**config.mk**
```make
export PLATFORM = sky130hd
export DESIGN_NAME = dds_spi_config_flat
export DESIGN_NICKNAME = d
export VERILOG_FILES = /design/src/rtl/dds_spi_config_if.sv /design/src/rtl/dds_spi_config.sv /design/src/flat_wrapper.sv
export SDC_FILE = /design/constraint.sdc
export NUM_CORES = 1
export LEC_CHECK = 0
export ABC_AREA = 1
export BUFFER_PORTS_ARGS = -buffer_cell sky130_fd_sc_hd__buf_2
export CORE_MARGIN = 4
export CORE_UTILIZATION = 48
export CTS_BUF_LIST = sky130_fd_sc_hd__clkbuf_16
export DETAILED_ROUTE_END_ITERATION = 8
export PLACE_DENSITY = 0.75
export SLEW_MARGIN = 20
export SYNTH_ARGS = -nofsm -noshare
export SYNTH_HDL_FRONTEND = slang
export SYNTH_SLANG_ARGS = --single-unit
```
**constraint.sdc**
```tcl
create_clock -name clk -period 1.3 [get_ports clk]
set_input_delay 0 -clock clk [delete_from_list [all_inputs] [get_ports clk]]
set_output_delay 0 -clock clk [all_outputs]
set_load 0.01 [all_outputs]
```
**src/rtl/dds_spi_config_if.sv**
```systemverilog
// Pre-synchronized SPI bus feeding the DDS configuration block.
interface dds_spi_config_if;
  logic spi_clock;
  logic spi_cs_n;
  logic spi_mosi;

  modport master (output spi_clock, output spi_cs_n, output spi_mosi);
  modport slave  (input  spi_clock, input  spi_cs_n, input  spi_mosi);
endinterface

```
**src/rtl/dds_spi_config.sv**
```systemverilog
// SPI mode-0 configuration port for a DDS: shadow/active frequency and phase
// banks, UPDATE strobe, control register and registered output selection.
module dds_spi_config #(
  parameter int FREQ_W  = 16,
  parameter int PHASE_W = 8
) (
  input  logic                clk,
  input  logic                rst_n,
  dds_spi_config_if.slave     spi,
  input  logic                fselect,
  input  logic                pselect,
  output logic [FREQ_W-1:0]   freq_word,
  output logic [PHASE_W-1:0]  phase_word,
  output logic                cfg_valid,
  output logic                frame_err
);

  typedef enum logic [1:0] {IDLE, SHIFT, EXEC, HOLD} state_t;

  state_t              state, state_nx;
  logic                spi_prev;
  logic                spi_edge;
  logic [4:0]          bit_cnt;
  logic [23:0]         shreg;
  logic [3:0]          addr;
  logic [15:0]         data;
  logic                short_frame;
  logic                bad_addr;

  logic [FREQ_W-1:0]   sh_freq0, sh_freq1, act_freq0, act_freq1;
  logic [PHASE_W-1:0]  sh_phase0, sh_phase1, act_phase0, act_phase1;
  logic [2:0]          ctrl;
  logic                fsel, psel;
  logic [FREQ_W-1:0]   freq_nx;
  logic [PHASE_W-1:0]  phase_nx;

  assign spi_edge = spi.spi_clock & ~spi_prev;
  assign addr     = shreg[23:20];
  assign data     = shreg[15:0];

  always_ff @(posedge clk or negedge rst_n) begin
    if (!rst_n) begin
      state    <= IDLE;
      spi_prev <= 1'b0;
    end else begin
      state    <= state_nx;
      spi_prev <= spi.spi_clock;
    end
  end

  // cs_n dominates any edge seen in the same cycle
  always_comb begin
    state_nx    = state;
    short_frame = 1'b0;
    bad_addr    = 1'b0;
    case (state)
      IDLE:  if (!spi.spi_cs_n) state_nx = SHIFT;
      SHIFT: begin
        if (spi.spi_cs_n) begin
          state_nx    = IDLE;
          short_frame = (bit_cnt != 5'd0);
        end else if (spi_edge && bit_cnt == 5'd23) begin
          state_nx = EXEC;
        end
      end
      EXEC: begin
        state_nx = HOLD;
        bad_addr = (addr > 4'd5);
      end
      HOLD:  if (spi.spi_cs_n) state_nx = IDLE;
      default: state_nx = IDLE;
    endcase
  end

  always_ff @(posedge clk or negedge rst_n) begin
    if (!rst_n) begin
      bit_cnt <= '0;
      shreg   <= '0;
    end else if (state == IDLE && !spi.spi_cs_n) begin
      bit_cnt <= '0;
      shreg   <= '0;
    end else if (state == SHIFT && !spi.spi_cs_n && spi_edge) begin
      bit_cnt <= bit_cnt + 5'd1;
      shreg   <= {shreg[22:0], spi.spi_mosi};
    end
  end

  always_ff @(posedge clk or negedge rst_n) begin
    if (!rst_n) begin
      sh_freq0   <= '0;
      sh_freq1   <= '0;
      sh_phase0  <= '0;
      sh_phase1  <= '0;
      act_freq0  <= '0;
      act_freq1  <= '0;
      act_phase0 <= '0;
      act_phase1 <= '0;
      ctrl       <= '0;
    end else if (state == EXEC) begin
      case (addr)
        4'd0: sh_freq0  <= data[FREQ_W-1:0];
        4'd1: sh_freq1  <= data[FREQ_W-1:0];
        4'd2: sh_phase0 <= data[PHASE_W-1:0];
        4'd3: sh_phase1 <= data[PHASE_W-1:0];
        4'd4: begin
          act_freq0  <= sh_freq0;
          act_freq1  <= sh_freq1;
          act_phase0 <= sh_phase0;
          act_phase1 <= sh_phase1;
        end
        4'd5: ctrl <= data[2:0];
        default: ;
      endcase
    end
  end

  assign fsel     = ctrl[0] ? ctrl[1] : fselect;
  assign psel     = ctrl[0] ? ctrl[2] : pselect;
  assign freq_nx  = fsel ? act_freq1  : act_freq0;
  assign phase_nx = psel ? act_phase1 : act_phase0;

  // cfg_valid is aligned with the cycle the new output value appears
  always_ff @(posedge clk or negedge rst_n) begin
    if (!rst_n) begin
      freq_word  <= '0;
      phase_word <= '0;
      cfg_valid  <= 1'b0;
      frame_err  <= 1'b0;
    end else begin
      freq_word  <= freq_nx;
      phase_word <= phase_nx;
      cfg_valid  <= (freq_nx != freq_word) || (phase_nx != phase_word);
      frame_err  <= short_frame | bad_addr;
    end
  end

endmodule

```
**src/flat_wrapper.sv**
```systemverilog
// flat-port wrapper written by rule: the top's interface ports become plain ports
module dds_spi_config_flat 
#(
  parameter int FREQ_W  = 16,
  parameter int PHASE_W = 8
)
  (clk, rst_n, fselect, pselect, freq_word, phase_word, cfg_valid, frame_err, spi_spi_clock, spi_spi_cs_n, spi_spi_mosi);
  dds_spi_config_if spi_i ();
  input  logic clk;
  input  logic rst_n;
  input  logic fselect;
  input  logic pselect;
  output logic [FREQ_W-1:0] freq_word;
  output logic [PHASE_W-1:0] phase_word;
  output logic cfg_valid;
  output logic frame_err;
  input wire logic [$bits(spi_i.spi_clock)-1:0] spi_spi_clock;
  input wire logic [$bits(spi_i.spi_cs_n)-1:0] spi_spi_cs_n;
  input wire logic [$bits(spi_i.spi_mosi)-1:0] spi_spi_mosi;
  assign spi_i.spi_clock = spi_spi_clock;
  assign spi_i.spi_cs_n = spi_spi_cs_n;
  assign spi_i.spi_mosi = spi_spi_mosi;
  dds_spi_config #(.FREQ_W(FREQ_W), .PHASE_W(PHASE_W)) u_core (.clk(clk), .rst_n(rst_n), .spi(spi_i), .fselect(fselect), .pselect(pselect), .freq_word(freq_word), .phase_word(phase_word), .cfg_valid(cfg_valid), .frame_err(frame_err));
endmodule
```
==> metrics.log, run 1 <==
[metrics] count of input and output buffers: 32
[metrics] clock transition at the registers of the reported paths: 0.07 ns
[metrics] antenna-violating nets left: 0
[metrics] global-route wire length before repair: 33500 um
[metrics] number of iterations in the first detailed-routing pass: 6
[metrics] end of the critical path: u_core.cfg_valid
[metrics] flip-flop and latch count after synthesis: 157
[metrics] Critical Path Start: u_core.ctrl[0]
[metrics] total I/O pin count: 33
[metrics] Post-synth EDFFs: 0
[metrics] top post-synthesis cells by count: sky130_fd_sc_hd__nand2_1 (182), sky130_fd_sc_hd__dfrtp_1 (157), sky130_fd_sc_hd__nand3_1 (88), sky130_fd_sc_hd__inv_1 (78), sky130_fd_sc_hd__o21ai_0 (76)
[metrics] setup violators final: 131
[metrics] TritonCTS buffer count: 17
[metrics] H-tree level count: 4
[metrics] diode insertion count for antenna repair: 0
[metrics] detailed placement HPWL: 9390 um
[metrics] Die Ht: 125 um
[metrics] number of max-slew violations in the final report: 0
[metrics] area added between synthesis and finish: 53.1%
[metrics] CTS Buffer Depth: 2
[metrics] Cells after DPL: 966
[metrics] pin slew with the least headroom to its limit: 0.426 ns
[metrics] clock network latency to the later pin of the worst-skew pair: 0.43 ns
[metrics] category of the critical setup timing path: flip-flop to flip-flop
[metrics] detail-routed net length per standard cell: 23.9 um
[metrics] setup repair after global routing missed its margin: yes
[metrics] Min Hold Slack: 0.0261 ns
[metrics] Post-Syn Instances: 725
[metrics] static leakage power: 4.84 nW
[metrics] DR vias/cell: 6.20
[metrics] post-place instance area: 7500 sq um
[metrics] Row Count: 42
[metrics] initial core utilization: 49.4%
[metrics] worst slew margin relative to its limit: 71.4%
[metrics] Yosys top cell by area: sky130_fd_sc_hd__dfrtp_1
[metrics] clock tree from TritonCTS: done
[metrics] max-cap violations: 0
[metrics] run status: complete, but fails checks
[metrics] violated checks: setup timing
[metrics] area of all placed cells without fillers: 10100 sq um
[metrics] top area cells in the synthesized netlist: sky130_fd_sc_hd__dfrtp_1 (59%), sky130_fd_sc_hd__nand2_1 (10%), sky130_fd_sc_hd__nand3_1 (6.6%)
[metrics] area of the die: 15700 sq um
[metrics] Final Hold Violating Endpoints: 0
[metrics] Tot Pwr: 10.5 mW
[metrics] Clock Sinks: 157
[metrics] final worst setup slack: -0.595 ns
[metrics] Core Box Area: 13400 sq um
[metrics] number of nets produced by synthesis: 734
[metrics] Placement Setup Slack: -0.559 ns
[metrics] sequential area share after synthesis: 59.3%
[metrics] mean area per synthesized cell: 9.14 sq um
[metrics] total wire length after detailed routing: 25000 um
[metrics] share of the clock period used by the worst path: 146%
[metrics] number of nets in the final layout: 870
[metrics] leading register cell type out of synthesis: sky130_fd_sc_hd__dfrtp_1
[metrics] category of the worst setup path launch point: flip-flop
[metrics] minimum setup slack among reg-to-reg paths: -0.59 ns
[metrics] vias in the first global route: 6236
[metrics] maximum ir drop on the vdd rail: 0.873 mV
[metrics] weighted congestion at the end of routability-driven global placement: 0.812
[metrics] kind of end point of the critical path: flip-flop
[metrics] Post-Syn Area: 6630 sq um
[metrics] largest fanout on the critical path: 7
[metrics] reg2reg start: u_core.ctrl[0]
[metrics] FF-to-FF path depth: 11
[metrics] power density over the cells: 1030 nW/um^2
[metrics] gr ovfl total: 0
[metrics] routed vias: 6509
[metrics] CP Data Arrival Time: 2.19 ns
[metrics] Post-synth ARST share: 100%
[metrics] ratio of cells with drive above 1 in the final layout: 47.5%
[metrics] count of unresolved DRC violations after routing: 0
[metrics] DRC violation total after the first TritonRoute iteration: 797
[metrics] root buf cell: sky130_fd_sc_hd__clkbuf_16
[metrics] f_max: 528 MHz
[metrics] Period minus WS final: 1.89 ns
[metrics] Crit Reg-Reg Endpoint: u_core.cfg_valid
[metrics] initial antenna violation count: 0
[metrics] Yosys cell types: 23
[metrics] global-route usage over all layers: 27.1%
[metrics] Min-Delay Path Class: input pin to async pin
[metrics] Required @ worst endpoint: 1.59 ns
[metrics] floorplan die width: 125 um
[metrics] area share of the leading cell type in the synthesized netlist: 59.3%
[metrics] fin cells: 1050
[metrics] largest net degree at the start of global routing: 61
[metrics] cell with the most instances after synthesis: sky130_fd_sc_hd__nand2_1
[metrics] yosys synthesis warning count: 0
[metrics] worst setup skew after layout: 0.0164 ns
==> worst min-delay path by stage <==
stage	slack [ns]	endpoint	startpoint	cells after the start
finish	0.03	u_core.phase_word[6]	rst_n	2
global route	0.05	u_core.phase_word[6]	rst_n	2
CTS	0.04	u_core.phase_word[6]	rst_n	2
detailed placement	-0.09	u_core.phase_word[7]	rst_n	1
global placement	-0.09	u_core.act_phase1[5]	rst_n	1
floorplan	-0.30	async pin	rst_n	0
==> timing repair <==
action	CTS	global route
endpoints found under the hold margin	162	0
buffers inserted	24	15
resized for setup	261	172
pin swaps	31	47
setup endpoints to repair	121	132
hold buffers	5	0
cloned	21	3
==> sequential cells by signal (all words and copies together), names as in the netlist, 16 cells and up, named ones only <==
| name | count |
|---|---|
| u_core.sh_freq0 | 16 |
| u_core.freq_word | 16 |
| u_core.sh_freq1 | 16 |
| u_core.shreg | 24 |
| u_core.act_freq0 | 16 |
| u_core.act_freq1 | 16 |
==> cell type report <==
cell class / instances / area [sq um]
clock buffers: 17 / 425
clock inverters: 15 / 148
fillers: 712 / 3260
inverters: 79 / 319
multi-input cells: 460 / 3420
flip-flops and latches: 157 / 3930
well taps: 176 / 220
repair buffers: 146 / 1680
==> layout by cell type, fill, tap and decap left out, types with 2 or more instances in the layout <==
master / count
sky130_fd_sc_hd__nand2_1: 100
sky130_fd_sc_hd__inv_1: 77
sky130_fd_sc_hd__clkbuf_16: 18
sky130_fd_sc_hd__nand3_2: 15
sky130_fd_sc_hd__buf_2: 31
sky130_fd_sc_hd__o21ai_1: 28
sky130_fd_sc_hd__dlygate4sd3_1: 5
sky130_fd_sc_hd__nor2_4: 12
sky130_fd_sc_hd__nand2_2: 43
sky130_fd_sc_hd__nand3_1: 59
sky130_fd_sc_hd__buf_6: 27
sky130_fd_sc_hd__nand4_1: 4
sky130_fd_sc_hd__nand2_4: 37
sky130_fd_sc_hd__dfrtp_2: 2
sky130_fd_sc_hd__nand3_4: 15
sky130_fd_sc_hd__nor2_2: 14
sky130_fd_sc_hd__clkinv_1: 2
sky130_fd_sc_hd__bufinv_16: 2
sky130_fd_sc_hd__o21ai_2: 44
sky130_fd_sc_hd__dfrtp_1: 155
sky130_fd_sc_hd__mux2_2: 28
sky130_fd_sc_hd__o21ai_0: 2
sky130_fd_sc_hd__inv_4: 2
sky130_fd_sc_hd__buf_16: 12
sky130_fd_sc_hd__a21oi_4: 4
sky130_fd_sc_hd__clkinv_4: 2
sky130_fd_sc_hd__nand2_8: 4
sky130_fd_sc_hd__ha_1: 2
sky130_fd_sc_hd__buf_8: 7
sky130_fd_sc_hd__o21ai_4: 2
sky130_fd_sc_hd__inv_6: 2
sky130_fd_sc_hd__o31ai_2: 2
sky130_fd_sc_hd__buf_12: 19
sky130_fd_sc_hd__nor2_1: 21
sky130_fd_sc_hd__buf_4: 44
sky130_fd_sc_hd__a21oi_2: 14
sky130_fd_sc_hd__nor3_4: 2
sky130_fd_sc_hd__mux2_4: 2
sky130_fd_sc_hd__clkinvlp_4: 4
==> cells by family (layout without fill, tap and decap cells) <==
kind of cell	after synthesis	after routing	synth area share (%)
AND/OR/NAND/NOR	329	329	20.9
adder cells (fa/ha/maj)	2	2	0.378
buffers and inverters	108	257	6.67
flip-flops	157	157	59.3
AO/OA/AOI/OAI	99	99	7.69
multiplexers	30	30	5.10
==> stage by stage <==
stage | util [%] | TNS, ns
finish | 75.7 | -25.94
detailed placement | 55.9 | -4.89
CTS | 71.5 | -13.56
global placement | 55.9 | -3.82
global route | 75.7 | -32.04
floorplan | - | -0.293
==> power by group <==
part	total [mW]	internal, mW	switching [mW]
logic	0.552	0.197	0.355
registers	4.91	4.90	0.0127
clock network	5.00	2.82	2.17
total	10.5	7.92	2.54
==> metal layers <==
layer / vias up / global-route usage, % / wire (um)
li1: 2649 / - / -
met1: 3184 / 33.0 / 8530
met2: 503 / 45.9 / 12400
met3: 173 / 6.35 / 2210
met4: 0 / 12.1 / 1860
met5: - / 0 / 0
==> worst max-delay path, cell delays in order (launching register included) <==
cell and delay (ns):
sky130_fd_sc_hd__dfrtp_2 0.48, sky130_fd_sc_hd__inv_4 0.11, sky130_fd_sc_hd__buf_6 0.12, sky130_fd_sc_hd__nand2_4 0.06, sky130_fd_sc_hd__nand2_8 0.12, sky130_fd_sc_hd__nand2_1 0.11, sky130_fd_sc_hd__nand3_1 0.12, sky130_fd_sc_hd__nand2_1 0.09
sky130_fd_sc_hd__nor2_1 0.10, sky130_fd_sc_hd__nand2_1 0.11, sky130_fd_sc_hd__nor2_2 0.19, sky130_fd_sc_hd__nand3_1 0.12
Power figures use the tool's default switching activity.
==> run 2: changes to the inputs <==
- PLACE_DENSITY: 0.75 -> 0.76
- clock period: 1.3 -> 2.2 ns (I/O delays scaled with it)
==> metrics.log, run 2 (synthesized netlist as in run 1, its figures left out) <==
[metrics] H-tree level count: 4 (unchanged)
[metrics] Setup TNS: 0 ns (+25.94 ns)
[metrics] buffers inserted during post-CTS setup optimization: 0 (-100%)
[metrics] global-route wire length before repair: 22600 um (-32%)
[metrics] weighted congestion at the end of routability-driven global placement: 0.777 (-4.3%)
[metrics] DR vias/cell: 5.12 (-17%)
[metrics] global-route usage over all layers: 17.8% (-9.3 points)
[metrics] multi-input combinational cell area: 2250 sq um (-34%)
[metrics] Required @ worst endpoint: 2.49 ns (+0.90 ns)
[metrics] register with the most flip-flops: u_core.shreg
[metrics] setup repair after global routing missed its margin: no
[metrics] count of unresolved DRC violations after routing: 0 (unchanged)
[metrics] root buf cell: sky130_fd_sc_hd__clkbuf_16
[metrics] maximum ir drop on the vdd rail: 0.540 mV (-38%)
[metrics] Min Hold Slack: 0.0547 ns (+0.0286 ns)
[metrics] category of the worst setup path launch point: flip-flop
[metrics] floorplan die width: 125 um (unchanged)
[metrics] clock network latency to the later pin of the worst-skew pair: 0.42 ns (about the same)
[metrics] initial core utilization: 49.4% (unchanged)
[metrics] gr ovfl total: 0 (unchanged)
[metrics] total I/O pin count: 33 (unchanged)
[metrics] sequence of cells on the critical path: inv_2 -> nand2_2 -> nand2_2 -> nand2_1 -> nand3_1 -> nand2_1 -> nor2_1 -> nand2_1 -> nor2_1 -> nand3_1
[metrics] most common cell after layout, fill and taps aside: sky130_fd_sc_hd__nand2_1
[metrics] share of the clock period used by the worst path: 83.7% (-62 points)
[metrics] stage delay of the slowest cell on the critical path: 0.43 ns (-0.05 ns)
[metrics] clock tree from TritonCTS: done
[metrics] Filler Cells Inserted: 1130 (+59%)
[metrics] pin slew with the least headroom to its limit: 0.584 ns (+0.158 ns)
[metrics] cell with the largest stage delay on the worst path: sky130_fd_sc_hd__dfrtp_1
[metrics] detail-routed net length per standard cell: 13.8 um (-42%)
[metrics] Die Ht: 125 um (unchanged)
[metrics] ratio of cells with drive above 1 in the final layout: 14.5% (-33 points)
[metrics] Period minus WS final: 1.84 ns (-0.0527 ns)
[metrics] run status: complete, no violations
[metrics] final worst setup slack: 0.358 ns (+0.953 ns)
[metrics] Min-Delay Path Class: input pin to flip-flop
[metrics] CP Data Arrival Time: 2.13 ns (-0.06 ns)
[metrics] kind of end point of the critical path: flip-flop
[metrics] largest net degree at the start of global routing: 67 (+9.8%)
[metrics] Worst path most repeated cell: sky130_fd_sc_hd__nand2_1
[metrics] number of iterations in the first detailed-routing pass: 5 (-1)
[metrics] worst setup skew after layout: 0.00643 ns (-0.0100 ns)
[metrics] number of nets in the final layout: 778 (-11%)
[metrics] vias in the first global route: 4463 (-28%)
[metrics] final core occ: 57.1% (-19 points)
[metrics] Row Count: 42 (unchanged)
[metrics] largest fanout on the critical path: 23 (+16)
[metrics] diode insertion count for antenna repair: 0 (unchanged)
[metrics] max-cap violations: 0 (unchanged)
[metrics] routed vias: 4902 (-25%)
[metrics] Core Box Area: 13400 sq um (unchanged)
[metrics] detailed placement HPWL: 8980 um (-4.4%)
[metrics] category of the critical setup timing path: flip-flop to flip-flop
[metrics] initial antenna violation count: 0 (unchanged)
[metrics] worst slew margin relative to its limit: 61.1% (-10 points)
[metrics] Largest register FFs: 24 (unchanged)
[metrics] clock transition at the registers of the reported paths: 0.06 ns (about the same)
[metrics] antenna-violating nets left: 0 (unchanged)
[metrics] DRC violation total after the first TritonRoute iteration: 473 (-41%)
[metrics] total wire length after detailed routing: 13200 um (-47%)
[metrics] Final Hold Violating Endpoints: 0 (unchanged)
[metrics] Placement Setup Slack: 0.350 ns (+0.909 ns)
[metrics] number of max-slew violations in the final report: 0 (unchanged)
[metrics] CTS Buffer Depth: 2 (unchanged)
[metrics] most frequent cells in the layout: sky130_fd_sc_hd__nand2_1 (182), sky130_fd_sc_hd__dfrtp_1 (157), sky130_fd_sc_hd__nand3_1 (88)
[metrics] count of input and output buffers: 32 (unchanged)
[metrics] f_max: 543 MHz (+2.9%)
[metrics] Clock Sinks: 157 (unchanged)
[metrics] static leakage power: 3.91 nW (-19%)
[metrics] TritonCTS buffer count: 17 (unchanged)
[metrics] area of the die: 15700 sq um (unchanged)
[metrics] power density over the cells: 778 nW/um^2 (-25%)
[metrics] area added between synthesis and finish: 15.5%
[metrics] setup violators final: 0 (-100%)
[metrics] FF/Latch Area: 3930 sq um (about the same)
run 2: worst paths after layout:
path | start | to | slack, ns | cells after the start
worst max-delay path | u_core.ctrl[0] | u_core.cfg_valid | 0.36 | 10
worst min-delay path | fselect | u_core.freq_word[12] | 0.05 | 5
worst max register to register | u_core.ctrl[0] | u_core.cfg_valid | 0.36 | 10
worst min register to register | u_core.sh_freq1[11] | u_core.sh_freq1[11] | 0.48 | 2
max in group asynchronous | rst_n | u_core.act_freq0[6] | 1.34 | 3
min in group asynchronous | rst_n | u_core.act_freq1[2] | 0.14 | 2
run 2: area by class of cell:
type                       count  share of cell area (%)
timing repair buffer          54                    4.82
clock inverter                15                    2.03
multi-input combinational    460                    29.5
clock buffer                  17                    5.56
tap                          176                    2.88
sequential                   157                    51.4
inverter                      79                    3.88
run 2: routing by layer:
layer / up-vias / wire, um / global-route usage, %
met1: 2333 / 6350 / 26.0
met2: 106 / 5990 / 25.5
met3: 24 / 548 / 4.56
li1: 2439 / - / -
met5: - / 0 / 0
met4: 0 / 312 / 6.95
run 2: critical path: cells and delay by family (launching register included):
| kind | cells | cell delay [ns] |
|---|---|---|
| AND/OR/NAND/NOR | 9 | 1.18 |
| flip-flops | 1 | 0.43 |
| buffers and inverters | 1 | 0.11 |
run 2: report_power, final:
part / internal (mW) / switching [mW]
registers: 2.90 / 0.00664
logic: 0.0506 / 0.131
clock network: 1.76 / 1.11
run 2: metrics by stage:
stage | cells | total power [mW] | cell area (sq um)
floorplan | 725 | 3.03 | 6630
global placement | 921 | 3.14 | 7020
detailed placement | 921 | 3.14 | 7020
CTS | 958 | 6.00 | 7650
global route | 958 | 6.18 | 7650
finish | 958 | 5.95 | 7650
run 2: timing repair:
item / CTS / global route
endpoints found under the hold margin: 65 / 0
resized for setup: 0 / 0
hold buffers: 5 / 0
